### src/rtl/operand_sequencer.sv
// operand_sequencer: four-phase (IDLE/FETCH/EXEC/WRITE) single-instruction ALU sequencer driving a register file
//
// Ports:
//   clk                    rising-edge clock for all state
//   reset                  asynchronous active-low reset (0 = reset)
//   instr_valid/ready      instruction handshake; ready is high only in IDLE
//   opcode, rd, ra, rb     operation and register indices (latched on handshake)
//   imm                    8-bit immediate for LDI
//   address_a/address_b    register-file read addresses, non-zero only in FETCH
//   data_out_a/data_out_b  register-file read data (combinational)
//   write_enable, address_w, data_in_w  registered register-file write port, active only in WRITE
//   done                   one-cycle retirement pulse in WRITE
//   zero_flag, carry_flag  ALU flags, present only when OPERAND_SEQUENCER_FLAGS_EN is defined
//
// Build option: define OPERAND_SEQUENCER_FLAGS_EN to add the zero/carry flag outputs.
module operand_sequencer #(
    parameter int DATA_W = 16,
    parameter int ADDR_W = 4
) (
    input  logic              clk,
    input  logic              reset,
    input  logic              instr_valid,
    output logic              instr_ready,
    input  logic [2:0]        opcode,
    input  logic [ADDR_W-1:0] rd,
    input  logic [ADDR_W-1:0] ra,
    input  logic [ADDR_W-1:0] rb,
    input  logic [7:0]        imm,
    output logic [ADDR_W-1:0] address_a,
    output logic [ADDR_W-1:0] address_b,
    input  logic [DATA_W-1:0] data_out_a,
    input  logic [DATA_W-1:0] data_out_b,
    output logic              write_enable,
    output logic [ADDR_W-1:0] address_w,
    output logic [DATA_W-1:0] data_in_w,
    output logic              done
`ifdef OPERAND_SEQUENCER_FLAGS_EN
    ,
    output logic              zero_flag,
    output logic              carry_flag
`endif
);
    localparam logic [2:0] OP_ADD = 3'd0;
    localparam logic [2:0] OP_SUB = 3'd1;
    localparam logic [2:0] OP_AND = 3'd2;
    localparam logic [2:0] OP_OR  = 3'd3;
    localparam logic [2:0] OP_XOR = 3'd4;
    localparam logic [2:0] OP_MOV = 3'd5;
    localparam logic [2:0] OP_LDI = 3'd6;
    localparam logic [2:0] OP_NOP = 3'd7;

    typedef enum logic [1:0] {IDLE, FETCH, EXEC, WRITE} state_t;

    state_t            state;
    logic [2:0]        op_q;
    logic [ADDR_W-1:0] rd_q;
    logic [7:0]        imm_q;
    logic [DATA_W-1:0] a_q;
    logic [DATA_W-1:0] b_q;
    logic [DATA_W-1:0] sum;
    logic [DATA_W-1:0] alu_res;

    assign sum = a_q + b_q;

    // NOP produces no result; a zero keeps the write-data bus quiet
    assign alu_res = op_q == OP_ADD ? sum :
                     op_q == OP_SUB ? a_q - b_q :
                     op_q == OP_AND ? a_q & b_q :
                     op_q == OP_OR  ? a_q | b_q :
                     op_q == OP_XOR ? a_q ^ b_q :
                     op_q == OP_MOV ? a_q :
                     op_q == OP_LDI ? DATA_W'(imm_q) : '0;

`ifdef OPERAND_SEQUENCER_FLAGS_EN
    logic carry_q;
    logic alu_cy;
    // a truncated sum smaller than an addend means the add wrapped
    assign alu_cy = op_q == OP_ADD ? sum < a_q :
                    op_q == OP_SUB ? a_q < b_q : 1'b0;
`endif

    // ra/rb are latched directly into the read-address registers, so the
    // register file sees them for exactly the FETCH cycle
    always_ff @(posedge clk or negedge reset) begin
        if (!reset) begin
            state        <= IDLE;
            instr_ready  <= 1'b1;
            op_q         <= '0;
            rd_q         <= '0;
            imm_q        <= '0;
            a_q          <= '0;
            b_q          <= '0;
            address_a    <= '0;
            address_b    <= '0;
            write_enable <= 1'b0;
            address_w    <= '0;
            data_in_w    <= '0;
            done         <= 1'b0;
`ifdef OPERAND_SEQUENCER_FLAGS_EN
            carry_q      <= 1'b0;
            zero_flag    <= 1'b0;
            carry_flag   <= 1'b0;
`endif
        end else begin
            case (state)
                IDLE: begin
                    if (instr_valid) begin
                        state       <= FETCH;
                        instr_ready <= 1'b0;
                        op_q        <= opcode;
                        rd_q        <= rd;
                        imm_q       <= imm;
                        address_a   <= ra;
                        address_b   <= rb;
                    end
                end
                FETCH: begin
                    state     <= EXEC;
                    a_q       <= data_out_a;
                    b_q       <= data_out_b;
                    address_a <= '0;
                    address_b <= '0;
                end
                EXEC: begin
                    state        <= WRITE;
                    write_enable <= op_q != OP_NOP;
                    address_w    <= rd_q;
                    data_in_w    <= alu_res;
                    done         <= 1'b1;
`ifdef OPERAND_SEQUENCER_FLAGS_EN
                    carry_q      <= alu_cy;
`endif
                end
                WRITE: begin
                    state        <= IDLE;
                    instr_ready  <= 1'b1;
                    write_enable <= 1'b0;
                    address_w    <= '0;
                    data_in_w    <= '0;
                    done         <= 1'b0;
`ifdef OPERAND_SEQUENCER_FLAGS_EN
                    // data_in_w still holds the result during WRITE
                    if (op_q <= OP_XOR) begin
                        zero_flag  <= data_in_w == '0;
                        carry_flag <= carry_q;
                    end
`endif
                end
                default: state <= IDLE;
            endcase
        end
    end
endmodule

### config.mk
export PLATFORM = sky130hd
export DESIGN_NAME = operand_sequencer
export DESIGN_NICKNAME = d
export VERILOG_FILES = /design/src/rtl/operand_sequencer.sv
export SDC_FILE = /design/constraint.sdc
export NUM_CORES = 1
export LEC_CHECK = 0
export BUFFER_PORTS_ARGS = -buffer_cell sky130_fd_sc_hd__buf_2
export CORE_ASPECT_RATIO = 0.7
export CORE_MARGIN = 3
export CORE_UTILIZATION = 50
export DETAILED_ROUTE_END_ITERATION = 16
export PLACE_DENSITY = 0.72
export SLEW_MARGIN = 20
export SYNTH_ARGS = -nofsm -noshare
export SYNTH_HDL_FRONTEND = slang
export SYNTH_SLANG_ARGS = --single-unit
export TNS_END_PERCENT = 10
### constraint.sdc
create_clock -name clk -period 2.7 [get_ports clk]
set_input_delay 0.27 -clock clk [delete_from_list [all_inputs] [get_ports clk]]
set_output_delay 0.27 -clock clk [all_outputs]
set_load 0.03 [all_outputs]
==> run_results.csv <==
group,metric,value,unit
routing,drtIter0Drc,442,
critical_path,worstPathArrival,2.88,ns
layout,multi_input_area,3303,µm²
layout,design_area,6789,µm²
routing,wl_per_cell,17.74,µm
logic_synthesis,synth_seq_area_share,35.70,%
grt,track_usage,26.55,%
cts,cts_buffer_depth,2,
critical_path,start_kind,"flip-flop",
logic_synthesis,netlist_area,5612,µm²
timing,fin_crit,2.617,ns
power_and_ir_drop,vdd_ir_drop_max,674.6,µV
timing,finalMaxSlewViolations,0,
layout,area_growth,20.98,%
layout,antenna_cells,0,
critical_path,timing.rr.end,"data_in_w[14]",
grt,top_usage_layer,"met1",
timing,worst_pin_slew,0.7327,ns
layout,seqCellArea,2006,µm²
critical_path,endpoint_kind,"flip-flop",
logic_synthesis,synth_cells,675,
grt,grt_pass1_wl,26.21,mm
floorplan,std_cell_rows,31,
critical_path,cp_slowest_cell,"dfrtp_1",
timing,rsz0062_at_grt,"true",
floorplan,die_height,94.64,µm
grt,globalRouteMet3Util,6.070,%
floorplan,start_util,52.80,%
routing,wl,16.43,mm
critical_path,crit_family,"compound AO/OA/AOI/OAI gates",
logic_synthesis,synth_edf_count,0,
timing,fin_crit_sh,96.91,%
cts,cts_tree,"yes",
grt,grt_max_degree,54,
critical_path,r2r_slack,0.08,ns
run_status,status,"finished with violations",
logic_synthesis,ys_warn_count,0,
place,gp_congestion,0.9912,
timing,setup_viol,0,
grt,grt_util_met2,38.12,%
grt,antenna_found_initial,0,
place,port_buffers,88,
cts,cts_sinks,80,
cts,numCtsBuffers,9,
place,placed_area,6392,µm²
critical_path,max_stage_delay,0.42,ns
routing,dr.pass1.iters,5,
power_and_ir_drop,power,10.73,mW
cts,clockRootBuffer,"clkbuf_16",
floorplan,core_area,10630,µm²
timing,fmax,382.2,MHz
floorplan,dieWidth,132.6,µm
critical_path,critPathMaxFanout,5,
run_status,violations,"negative hold slack",
floorplan,dieArea,12550,µm²
layout,nFillCells,968,
floorplan,io_pins,89,
logic_synthesis,syn_area_per_cell,8.314,µm²
logic_synthesis,synth_cell_types,64,
power_and_ir_drop,p_leak,3.241,nW
grt,grt_pass1_vias,5065,
timing,whs,-0.03088,ns
critical_path,regToRegStartpoint,"a_q[2]",
routing,vias,5254,
critical_path,critical_path_buf_inv_count,4,
routing,drc,0,
critical_path,cp_data_required_time,2.97,ns
cts,clock_latency,0.34,ns
critical_path,cp-startpoint,"a_q[2]",
critical_path,path_cells,"inv_1 -> ha_2 -> inv_1 -> a21oi_2 -> o211ai_1 -> a221oi_2 -> buf_4 -> buf_4 -> o41a_1 -> mux2i_1 -> a41o_1 -> a31oi_1",
timing,tns,0,ns
cts,htreeDepth,3,
routing,viasPerCell,5.674,
logic_synthesis,synth-main-ff-cell,"dfrtp_1",
run,drv_cap,0,
place,hpwl,12.63,mm
layout,fin_nets,884,
layout,drive_gt1_share,22.62,%
timing,fin_skew,0.01179,ns
grt,met1_usage,40.40,%
logic_synthesis,syn_nets,786,
cts,clk_pin_slew,0.07,ns
grt,grt.overflow.total,0,
timing,hold_violations,14,
power_and_ir_drop,power_density,1580,nW/µm²
timing,slew_headroom,51.15,%
logic_synthesis,synth-seq-cells,80,
min_path,hold_class,"input port to async pin",
routing,drtAntennaViolNets,0,
critical_path,crit_type,"flip-flop to flip-flop",
critical_path,rr_worst_depth,12,
logic_synthesis,ys_async_sr_fraction,100.0,%
-- timing repair --
action                     4_1_cts  5_1_grt
pin swaps                        2        3
setup buffers                    2        1
cloned                           0        0
setup endpoints to repair        3        8
hold buffers                     0        0
resized for setup                3       19
-- cells by family (layout without fill, tap and decap cells) --
family,count (synthesis),after routing,synth area share [%]
DFF,80,80,35.70
and+or+nand+nor,214,214,16.83
buffers and inverters,96,199,6.711
adders and majority gates,53,53,12.08
xor gates and xnor gates,13,13,2.029
muxes,22,22,4.192
AOI/OAI and AO/OA,197,197,22.45
-- cell usage after synthesis (6+ instances only) --
cell type / number / area (µm²)
a31oi_1: 6 / 37.54
nand2b_1: 10 / 62.56
nor3_1: 13 / 65.06
o21bai_1: 8 / 60.06
o211ai_1: 12 / 90.09
buf_2: 7 / 35.03
a21oi_1: 52 / 260.3
nand2_1: 113 / 424.2
ha_1: 51 / 638.1
xnor2_1: 10 / 87.58
dfrtp_1: 79 / 1977
nor2_1: 41 / 153.9
inv_1: 53 / 198.9
mux2i_1: 19 / 190.2
clkbuf_1: 31 / 116.4
o21ai_0: 59 / 295.3
nor2b_1: 19 / 118.9
-- power breakdown --
part | switching, mW | leakage [nW] | internal (mW)
Combinational | 4.31 | 2.10 | 2.90
Sequential | 0.486 | 1.00 | 1.77
Clock | 0.527 | 0.144 | 0.726
Total | 5.33 | 3.24 | 5.40
-- cell type report --
class / count / share of cell area [%]
tap: 148 / 2.728
clock inverter: 7 / 1.161
inverter: 54 / 2.986
clock buffer: 9 / 3.317
timing repair buffer: 129 / 11.61
sequential: 80 / 29.54
multi-input combinational: 499 / 48.65
-- cell usage in the layout, fill, tap and decap left out, types with 6 or more instances in the layout --
cell type and instances:
nand2_1 113, buf_2 87, dfrtp_1 77, o21ai_0 58, a21oi_1 50, inv_1 49, ha_1 47, nor2_1 41
buf_4 39, nor2b_1 19, mux2i_1 19, nor3_1 12, o211ai_1 12, nand2b_1 10, xnor2_1 10, clkbuf_16 9
o21bai_1 8, a31oi_1 6, o21ai_1 6
-- through the flow --
step / utilization [%] / instances / worst slack [ns]
after floorplan: - / 675 / 0.2373
after CTS: 63.21 / 925 / 0.002421
after global placement: 60.15 / 907 / 0.07889
after global routing: 63.88 / 926 / -0.02849
final: 63.88 / 926 / 0.08333
after detailed placement: 60.15 / 907 / -0.03703
-- worst reg2reg max path, stage by stage (launching register included) --
cell	delay, ns
dfrtp_1	0.42
inv_1	0.09
ha_2	0.31
inv_1	0.17
a21oi_2	0.10
o211ai_1	0.26
a221oi_2	0.09
buf_4	0.17
buf_4	0.13
o41a_1	0.35
mux2i_1	0.14
a41o_1	0.19
a31oi_1	0.15
-- state kept, by name, indices dropped and copies added, names as in the netlist --
name,count
state,2
imm_q,8
rd_q,4
op_q,3
instr_ready,1
address_a,4
a_q,16
data_in_w,16
b_q,16
done,1
write_enable,1
address_b,4
address_w,4
-- layer usage --
metal,vias up,wire (µm)
met2,211,6783
met1,2512,8128
met5,-,0
li1,2512,-
met4,0,166
met3,19,1353
-- worst max path at each step --
| stage | end | cells after the start |
|---|---|---|
| 6_report | data_in_w[14] | 12 |
| 5_1_grt | data_in_w[13] | 10 |
| 4_1_cts | data_in_w[14] | 12 |
| 3_5_place_dp | data_in_w[12] | 11 |
| 3_3_place_gp | data_in_w[12] | 11 |
| 2_1_floorplan | data_in_w[9] | 10 |
Power figures use the tool's default switching activity.
